`src/rtl/fmap_pkg.sv`:
```
// Shared types and sizing helpers for the flatten buffer: per-bank occupancy
// state, read-side FSM states and the flattened frame length.
package fmap_pkg;

  typedef enum logic [1:0] {
    EMPTY    = 2'd0,
    FILLING  = 2'd1,
    FULL     = 2'd2,
    DRAINING = 2'd3
  } bank_state_e;

  typedef enum logic [1:0] {
    R_IDLE   = 2'd0,
    R_FETCH  = 2'd1,
    R_STREAM = 2'd2
  } rd_state_e;

  // Number of elements in one flattened frame.
  function automatic int flat_len(input int fw, input int fh, input int fd);
    return fw * fh * fd;
  endfunction

  // $clog2 that never returns zero, so single-entry counters keep a 1-bit width.
  function automatic int clog2_min1(input int n);
    return (n > 1) ? $clog2(n) : 1;
  endfunction

endpackage

```
`src/rtl/fmap_bank_ram.sv`:
```
// One bank of pixel storage: simple dual-port RAM, one write port and one
// read port, read data registered. The read register clears on reset so the
// flattened data output reads zero until the first fetch.
module fmap_bank_ram #(
  parameter int DEPTH = 65,
  parameter int AW    = 7,
  parameter int DW    = 16
) (
  input  logic          clk,
  input  logic          rst,
  input  logic          wr_en,
  input  logic [AW-1:0] wr_addr,
  input  logic [DW-1:0] wr_data,
  input  logic          rd_en,
  input  logic [AW-1:0] rd_addr,
  output logic [DW-1:0] rd_data
);

  logic [DW-1:0] mem [DEPTH];

  // Storage write; contents are not reset, frames are tracked by beat count.
  always_ff @(posedge clk) begin
    if (wr_en) begin
      mem[wr_addr] <= wr_data;
    end
  end

  // Registered read; data holds while rd_en is low so the consumer can stall.
  always_ff @(posedge clk) begin
    if (rst) begin
      rd_data <= '0;
    end else if (rd_en) begin
      rd_data <= mem[rd_addr];
    end
  end

endmodule

```
`src/rtl/fmap_flatten_buffer.sv`:
```
// Ping-pong capture buffer between the conv stage and the dense stage.
// Pixels (all channels at once) are written by address into the write bank;
// a full bank is streamed out one element per cycle in HWC order.
//
// Read FSM states:
//   state    | meaning
//   ---------+-------------------------------------------------------------
//   R_IDLE   | waiting for the read bank to become FULL
//   R_FETCH  | RAM read of pixel 0 in flight, output not yet valid
//   R_STREAM | presenting elements; next pixel read issued on the last
//            | channel handshake so the stream never bubbles mid-frame
module fmap_flatten_buffer
  import fmap_pkg::*;
#(
  parameter int F_W        = 13,
  parameter int F_H        = 5,
  parameter int F_D        = 2,
  parameter int DATA_W     = 8,
  parameter int ADDR_W     = 12,
  parameter int OUT_ADDR_W = 12
) (
  input  logic                         clk_i,
  input  logic                         rst_i,
  input  logic                         fm_valid_i,
  input  logic [F_D-1:0][DATA_W-1:0]   fm_data_i,
  input  logic [ADDR_W-1:0]            fm_addr_i,
  output logic                         fm_ready_o,
  output logic                         flat_valid_o,
  output logic [DATA_W-1:0]            flat_data_o,
  output logic [OUT_ADDR_W-1:0]        flat_addr_o,
  output logic                         flat_last_o,
  input  logic                         flat_ready_i,
  output logic                         err_o
);

  localparam int NPIX   = F_W * F_H;
  localparam int LEN    = flat_len(F_W, F_H, F_D);
  localparam int PIX_W  = clog2_min1(NPIX);
  localparam int CH_W   = clog2_min1(F_D);
  localparam int WORD_W = F_D * DATA_W;

  bank_state_e bank_st [2];
  rd_state_e   rd_st;

  logic             wr_bank;
  logic [PIX_W-1:0] wr_cnt;
  logic             rd_bank;
  logic [PIX_W-1:0] rd_pix;
  logic [CH_W-1:0]  rd_ch;

  logic             accept;
  logic             addr_ok;
  logic             wr_en;
  logic             frame_done;
  logic [PIX_W-1:0] wr_addr;

  logic             hs;
  logic             last_hs;
  logic             pix_end;
  logic             rd_en;
  logic [PIX_W-1:0] rd_addr;

  logic [WORD_W-1:0]          bank_q [2];
  logic [F_D-1:0][DATA_W-1:0] rd_word;

  // Write side: a bank is writable while EMPTY or part-way FILLING.
  assign fm_ready_o = (bank_st[wr_bank] == EMPTY) || (bank_st[wr_bank] == FILLING);
  assign accept     = fm_valid_i & fm_ready_o;
  assign addr_ok    = fm_addr_i < ADDR_W'(NPIX);
  assign wr_en      = accept & addr_ok & ~rst_i;
  assign frame_done = wr_en && (wr_cnt == PIX_W'(NPIX - 1));
  assign wr_addr    = fm_addr_i[PIX_W-1:0];

  // Read side: a new pixel is fetched on entry and after each pixel's final
  // channel is handshaked, except after the frame's final element.
  assign hs      = flat_valid_o & flat_ready_i;
  assign last_hs = hs & flat_last_o;
  assign pix_end = hs && (rd_ch == CH_W'(F_D - 1));
  assign rd_en   = ~rst_i & ((rd_st == R_FETCH) |
                             ((rd_st == R_STREAM) & pix_end & ~flat_last_o));
  assign rd_addr = (rd_st == R_FETCH) ? '0 : rd_pix + PIX_W'(1);

  assign rd_word     = bank_q[rd_bank];
  assign flat_data_o = rd_word[rd_ch];

  for (genvar b = 0; b < 2; b++) begin : g_bank
    fmap_bank_ram #(
      .DEPTH (NPIX),
      .AW    (PIX_W),
      .DW    (WORD_W)
    ) u_ram (
      .clk     (clk_i),
      .rst     (rst_i),
      .wr_en   (wr_en && (wr_bank == 1'(b))),
      .wr_addr (wr_addr),
      .wr_data (fm_data_i),
      .rd_en   (rd_en && (rd_bank == 1'(b))),
      .rd_addr (rd_addr),
      .rd_data (bank_q[b])
    );
  end

  // Bank occupancy and write bookkeeping. The writer only touches banks in
  // EMPTY/FILLING and the reader only banks in FULL/DRAINING, so both may act
  // in the same cycle without colliding.
  always_ff @(posedge clk_i) begin
    if (rst_i) begin
      bank_st[0] <= EMPTY;
      bank_st[1] <= EMPTY;
      wr_bank    <= 1'b0;
      wr_cnt     <= '0;
      err_o      <= 1'b0;
    end else begin
      if (accept && !addr_ok) begin
        err_o <= 1'b1;
      end
      if (wr_en) begin
        if (frame_done) begin
          bank_st[wr_bank] <= FULL;
          wr_cnt           <= '0;
          wr_bank          <= ~wr_bank;
        end else begin
          bank_st[wr_bank] <= FILLING;
          wr_cnt           <= wr_cnt + PIX_W'(1);
        end
      end
      if ((rd_st == R_IDLE) && (bank_st[rd_bank] == FULL)) begin
        bank_st[rd_bank] <= DRAINING;
      end
      if (last_hs) begin
        bank_st[rd_bank] <= EMPTY;
        if (bank_st[!rd_bank] == FULL) begin
          bank_st[!rd_bank] <= DRAINING;
        end
      end
    end
  end

  // Read FSM and registered stream outputs (valid, index, last).
  always_ff @(posedge clk_i) begin
    if (rst_i) begin
      rd_st        <= R_IDLE;
      rd_bank      <= 1'b0;
      rd_pix       <= '0;
      rd_ch        <= '0;
      flat_valid_o <= 1'b0;
      flat_addr_o  <= '0;
      flat_last_o  <= 1'b0;
    end else begin
      case (rd_st)
        R_IDLE: begin
          if (bank_st[rd_bank] == FULL) begin
            rd_st <= R_FETCH;
          end
        end
        R_FETCH: begin
          rd_st        <= R_STREAM;
          flat_valid_o <= 1'b1;
          flat_addr_o  <= '0;
          flat_last_o  <= (LEN == 1);
          rd_pix       <= '0;
          rd_ch        <= '0;
        end
        R_STREAM: begin
          if (hs) begin
            if (flat_last_o) begin
              flat_valid_o <= 1'b0;
              flat_last_o  <= 1'b0;
              flat_addr_o  <= '0;
              rd_bank      <= ~rd_bank;
              rd_st        <= (bank_st[!rd_bank] == FULL) ? R_FETCH : R_IDLE;
            end else begin
              flat_addr_o <= flat_addr_o + OUT_ADDR_W'(1);
              flat_last_o <= (flat_addr_o == OUT_ADDR_W'(LEN - 2));
              if (pix_end) begin
                rd_ch  <= '0;
                rd_pix <= rd_pix + PIX_W'(1);
              end else begin
                rd_ch <= rd_ch + CH_W'(1);
              end
            end
          end
        end
        default: rd_st <= R_IDLE;
      endcase
    end
  end

endmodule
```
`config.mk`:
```
export PLATFORM = sky130hd
export DESIGN_NAME = fmap_flatten_buffer
export DESIGN_NICKNAME = d
export VERILOG_FILES = /design/src/rtl/fmap_pkg.sv /design/src/rtl/fmap_bank_ram.sv /design/src/rtl/fmap_flatten_buffer.sv
export SDC_FILE = /design/constraint.sdc
export NUM_CORES = 2
export LEC_CHECK = 0
export ABC_AREA = 1
export CAP_MARGIN = 20
export CORE_MARGIN = 2
export CORE_UTILIZATION = 45
export DETAILED_ROUTE_END_ITERATION = 10
export SETUP_SLACK_MARGIN = 0.4
export SLEW_MARGIN = 15
export SYNTH_ARGS = -nofsm -noshare
export SYNTH_HDL_FRONTEND = slang
export SYNTH_SLANG_ARGS = --single-unit
```
`constraint.sdc`:
```
create_clock -name clk_i -period 4.7 [get_ports clk_i]
set_input_delay 1.41 -clock clk_i [delete_from_list [all_inputs] [get_ports clk_i]]
set_output_delay 1.41 -clock clk_i [all_outputs]
set_load 0.02 [all_outputs]
```
After elaboration in Yosys (flattened, before gate mapping)
Memory sizes are Yosys's and may differ from the RTL's. A register that Yosys moved wholly into a read port is not among the register bits.
Index checks and enable logic that the tools add are counted.
{ "totals": {"regBits": 34, "mem_count": 3, "ram_bits": 2084, "elab_cells": 136} }
{ "op_classes": {"n_addsub": 4, "n_lt_le_gt_ge": 3, "bitwise_logic": 16, "eq_ne": 12, "muxes": 65, "reduce_logical": 23} }
{ "memory_table": {"columns": ["name", "depth", "width", "rd", "rd_ports_with_merged_regs", "write_ports", "line_no", "source"], "rows": [
  ["g_bank[0].u_ram.mem", 65, 16, 1, 1, 1, "fmap_bank_ram.sv:19", "logic [DW-1:0] mem [DEPTH];"],
  ["g_bank[1].u_ram.mem", 65, 16, 1, 1, 1, "fmap_bank_ram.sv:19", null],
  ["bank_st", 2, 2, 3, 2, 3, "fmap_flatten_buffer.sv:42", "bank_state_e bank_st [2];"]
]} }
{ "op_table": {"columns": ["operator", "n"], "rows": [
  ["$mux W16", 3],
  ["$mux W1", 40],
  ["$mux W7", 5],
  ["$mux W12", 2],
  ["$pmux W12 S2", 1],
  ["$mux W8", 2],
  ["$add A7 B1 Y7 const B", 2],
  ["$mux W2", 7],
  ["$pmux W7 S2", 1],
  ["$add A12 B1 Y12 const B", 1],
  ["$eq A12 B8 Y1 const B", 1],
  ["$lt A12 B7 Y1 const B", 1],
  ["$reduce_and A3 Y1", 4],
  ["$and A1 B1 Y1", 8],
  ["$logic_and A1 B1 Y1", 8],
  ["$ne A2 B2 Y1 const B", 4],
  ["$eq A7 B7 Y1 const B", 1],
  ["$eq A2 B2 Y1 const B", 3],
  ["$pmux W1 S2", 3],
  ["$pmux W2 S3", 1],
  ["$eq A2 B1 Y1 const B", 2],
  ["$logic_not A2 Y1", 2],
  ["$not A1 Y1", 4],
  ["$reduce_and A2 Y1", 2],
  ["11 further kinds", 15]
]} }

Longest topological paths before layout
{ "logic_depth": {"ltp_word": 13, "ltp_mapped": 16, "ltp_nobuf": 14} }

By module
Synthesis repeated with hierarchy kept, for this count alone.
{ "unflattened": {"hier_cells": 7526, "area_unflattened_um2": 88275.9} }
{ "by_module_without_submodules": {"columns": ["module", "n_inst", "seq_area_each_um2", "cells_each", "area_per_inst_um2"], "rows": [
  ["fmap_bank_ram", 2, 31550.3, 3579, 42886.1],
  ["fmap_flatten_buffer", 1, 800.8, 368, 2503.7]
]} }

Worst setup path after synthesis
No wires, ideal clock.
{ "synth_timing": {"kind": "input-to-reg", "start": "input fm_addr_i[2]", "end": "memory g_bank[1].u_ram.mem[10][0] (enable)", "arrival_time_ps": 3420, "setup_slack_ps": 891, "stages": 11, "path_cell_list": "nor3_4 -> nand3_1 -> nand2_1 -> nand2_1 -> inv_1 -> nand3_2 -> nor2_1 -> inv_1 -> buf_2 -> buf_2 -> nor2_1"} }
{ "synth_via": {"elab_chain_cells": 6} }
{ "synth_rtl": {"columns": ["element", "line_no", "source"], "rows": [
  ["from (decl)", "fmap_flatten_buffer.sv:26", "input logic [ADDR_W-1:0] fm_addr_i,"],
  ["$lt A12 B7 Y1", "fmap_flatten_buffer.sv:69", "assign addr_ok = fm_addr_i < ADDR_W'(NPIX);"],
  ["$and A1 B1 Y1 (2 in series)", "fmap_flatten_buffer.sv:70", "assign wr_en = accept & addr_ok & ~rst_i;"],
  ["$logic_and A1 B1 Y1", "fmap_flatten_buffer.sv:94", ".wr_en (wr_en && (wr_bank == 1'(b))),"],
  ["$mux W1", "fmap_bank_ram.sv:23", "if (wr_en) begin"],
  ["$mux W1 (not written as such)", "fmap_bank_ram.sv:24", "mem[wr_addr] <= wr_data;"],
  ["to (decl)", "fmap_bank_ram.sv:19", null]
]} }
Parallel ways exist; a longest one is shown, timed or not.

Final worst setup path
{ "layout_timing": {"start": "register rd_ch", "end": "output flat_data_o[3]"} }
{ "layout_via": {"elab_chain_cells": 2} }
{ "layout_rtl": {"columns": ["element", "line_no", "source"], "rows": [
  ["from (decl)", "fmap_flatten_buffer.sv:49", "logic [CH_W-1:0] rd_ch;"],
  ["from (signal assigned)", "fmap_flatten_buffer.sv:179", "rd_ch <= rd_ch + CH_W'(1);"],
  ["$mux W8 (not written as such) (2 in series)", "fmap_flatten_buffer.sv:84", "assign flat_data_o = rd_word[rd_ch];"],
  ["to (decl)", "fmap_flatten_buffer.sv:29", "output logic [DATA_W-1:0] flat_data_o,"]
]} }
Every way passes these cells. The select of a mux whose other input is x is not followed.

==> summary.md <==
| Metric | Value |
|---|---|
| Register bit total from synthesis | `2152` |
| Worst reg2reg path depth | `12` |
| Startpoint types | `register` |
| Outcome | `finished clean` |
| Flop-to-flop setup slack | `0.97 ns` |
| Rows | `168` |
| TritonCTS clock tree | `built` |
| Number of flops mapped to enable cells by yosys | `2080` |
| Reg clk slew, reported paths | `0.06 ns` |
| Final global-route overflow total | `0` |
| Leakage | `41.4 nW` |
| Routability Congestion | `1.00` |
| CTS sink cnt | `2152` |
| CP endpoint kind | `primary output` |
| Vias in the first global route | `63117` |
| Vias per inst | `5.61` |
| Yosys warns | `0` |
| Share of cells above drive strength 1 | `0.0768` |
| Port-buffer cells | `55` |
| Worst Tran Pin Value | `1.06 ns` |
| # IOs | `56` |
| Starting density of the core | `0.453` |
| CP Data Arrival Time | `2.77 ns` |
| Per-cell routed wire length | `24.8 µm` |
| Most common cell after layout, fill and taps aside | `nand3_1` |
| Drt drc | `0` |
| Largest net degree at the start of global routing | `184` |
| Total routed wirelength | `295000 µm` |
| Register area share after synthesis | `0.673` |
| CTS Buf Count | `222` |
| Cell Area, Placed | `99900 µm²` |
| Setup bufs post-CTS | `0` |
| PwrDens | `421 nW/µm²` |
| Total Power | `45.1 mW` |
| Worst skew pair latency | `0.88 ns` |
| Final setup violation count | `0` |
| Fmax | `239 MHz` |
| Initial antenna violation count | `8` |
| Clock root buffer master | `clkbuf_16` |
| Reg-to-Reg Start | `rd_st[1]` |
| DRT iter0 DRCs | `9115` |
| Max VDD drop | `0.409 mV` |
| Fin nets | `8954` |
| Final setup TNS | `0 ns` |
| Commonest cells after routing, fill and taps aside | `2251 x nand3_1, 2080 x edfxtp_1, 1334 x nand2_1` |
| Design area | `107000 µm²` |
| Critical Path Max Stage Delay | `0.70 ns` |
| Synth Instances | `8916` |
| Worst hold path cell count | `2` |
| Core area | `210000 µm²` |
| Final Cycle Share | `0.890` |
| Max clock buf depth | `3` |
| Final Max Slew Viols | `0` |
| Die area | `215000 µm²` |
| Drt pass-1 iters | `9` |
| Avg Inst Size Synth | `10.6 µm²` |
| Tightest Hold Check Type | `reg2reg` |
| Clk_skew | `0.0526 ns` |
| Max-Cap Viols | `0` |
| Total number of vias | `66860` |
| CP Max Fanout | `10` |
| Dpl hpwl | `181000 µm` |
| Worst EP required | `3.29 ns` |
| Worst hold start | `g_bank[0].u_ram.rd_data[14]` |
| Synth-to-Final Area Change | `12.8%` |
| First-pass GRT wire length | `426000 µm` |
| Critical path, cell by cell | `inv_2, o21ai_0, o22ai_1, clkdlybuf4s50_1` |
| Final hold violation count | `0` |
| Total GRT Usage | `0.270` |
| Post-synth top flop | `edfxtp_1` |
| Post-synth ARST share | `0` |
| Hold EP | `g_bank[0].u_ram.rd_data[14]` |
| Slew headroom | `0.291` |
| Yosys cell types | `37` |
| Cts hold-fix bufs | `0` |
| Hold slack final | `0.464 ns` |
| Routed Antenna Nets | `0` |
| RSZ-0062 raised after global routing | `false` |
| Syn_nets | `8953` |
| RR Endpoint | `g_bank[1].u_ram.rd_data[6]` |
| Die Height | `463 µm` |
| Slowest cell on the critical path | `clkdlybuf4s50_1` |
| Final Critical Period | `4.18 ns` |
| Max H-tree Level | `4` |
| Post-Synthesis Cell Area | `94900 µm²` |
| CP Class | `reg2out` |
| Chip width | `463 µm` |
report_power, final:
group | leakage [nW] | internal [mW] | total [mW] | switching, mW
registers | 19.3 | 21.0 | 21.1 | 0.0266
logic | 18.7 | 1.75 | 6.89 | 5.15
clock network | 3.46 | 9.63 | 17.1 | 7.51
total | 41.4 | 32.4 | 45.1 | 12.7
state kept, by name (all words and copies together) (netlist names), 2 cells and up, named ones only:
| register | cells |
|---|---|
| bank_st | 4 |
| flat_addr_o | 12 |
| g_bank.u_ram.mem | 2080 |
| g_bank.u_ram.rd_data | 32 |
| rd_pix | 7 |
| rd_st | 2 |
| wr_cnt | 7 |
synthesized netlist by cell type, types with 5 or more instances:
master | count | area (µm²)
a21oi_1 | 60 | 300
buf_1 | 62 | 233
buf_2 | 195 | 976
clkbuf_1 | 324 | 1220
dfxtp_1 | 72 | 1440
edfxtp_1 | 2080 | 62500
ha_1 | 5 | 62.6
inv_1 | 1335 | 5010
inv_2 | 6 | 22.5
nand2_1 | 1337 | 5020
nand3_1 | 2251 | 11300
nand3b_1 | 577 | 4330
nand4_1 | 15 | 93.8
nor2_1 | 494 | 1850
nor3_1 | 28 | 140
nor4_1 | 6 | 37.5
o21ai_0 | 33 | 165
o22ai_1 | 8 | 50.1
timing repair:
| action | in CTS | in global routing |
|---|---|---|
| pin swaps | 0 | 0 |
| hold endpoints to repair | 0 | 0 |
| gates resized for setup | 4 | 2 |
| cloned | 0 | 0 |
| setup endpoints to repair | 4 | 4 |
cell families (layout without fill, tap and decap cells):
group                    after synthesis  count (layout)  synth area share
AND/OR/NAND/NOR                     4717            4717             0.240
flip-flops                          2152            2152             0.673
buffers and inverters               1927            2117            0.0789
AO/OA/AOI/OAI                        108             108           0.00602
XOR/XNOR                               7               7          0.000646
adder cells (fa/ha/maj)                5               5          0.000659
other                                  0               3                 0
cell type report:
class                   instances  area [µm²]
inverters                    1342        5060
repair buffers                362        3790
well taps                    2805        3510
diodes                          3        7.51
fillers                     18498      103000
clock buffers                 284        5980
clock inverters               129        1090
multi-input cells            4837       23700
flip-flops and latches       2152       63900
worst max-delay path: cells and delay by family, from the launching register on:
| family | cells | cell delay [ns] |
|---|---|---|
| flops | 1 | 0.46 |
| compound gates | 2 | 0.51 |
| buf+inv | 2 | 0.95 |
how the worst max path moves through the flow:
stage	start	end	slack, ns
global route	rd_bank	flat_data_o[4]	0.48
detailed placement	fm_addr_i[2]	g_bank[1].u_ram.mem[26][7]	0.15
global placement	fm_addr_i[2]	g_bank[1].u_ram.mem[45][7]	0.20
CTS	rd_ch	flat_data_o[2]	0.40
floorplan	fm_addr_i[2]	g_bank[1].u_ram.mem[10][0]	0.89
finish	rd_ch	flat_data_o[3]	0.52
per-stage QoR:
step / setup WS, ns / cells / utilization
floorplan: 0.891 / 8916 / -
finish: 0.516 / 11914 / 0.511
global route: 0.479 / 11911 / 0.511
CTS: 0.404 / 11911 / 0.511
detailed placement: 0.151 / 11498 / 0.477
global placement: 0.196 / 11498 / 0.477
per-layer routing:
metal	vias to the layer above	wire [µm]	GRT usage
met4	2	12800	0.109
met2	3410	133000	0.416
met1	32631	120000	0.374
li1	30266	-	-
met3	551	29400	0.0561
met5	-	11	0
(Power assumes the default switching activity.)
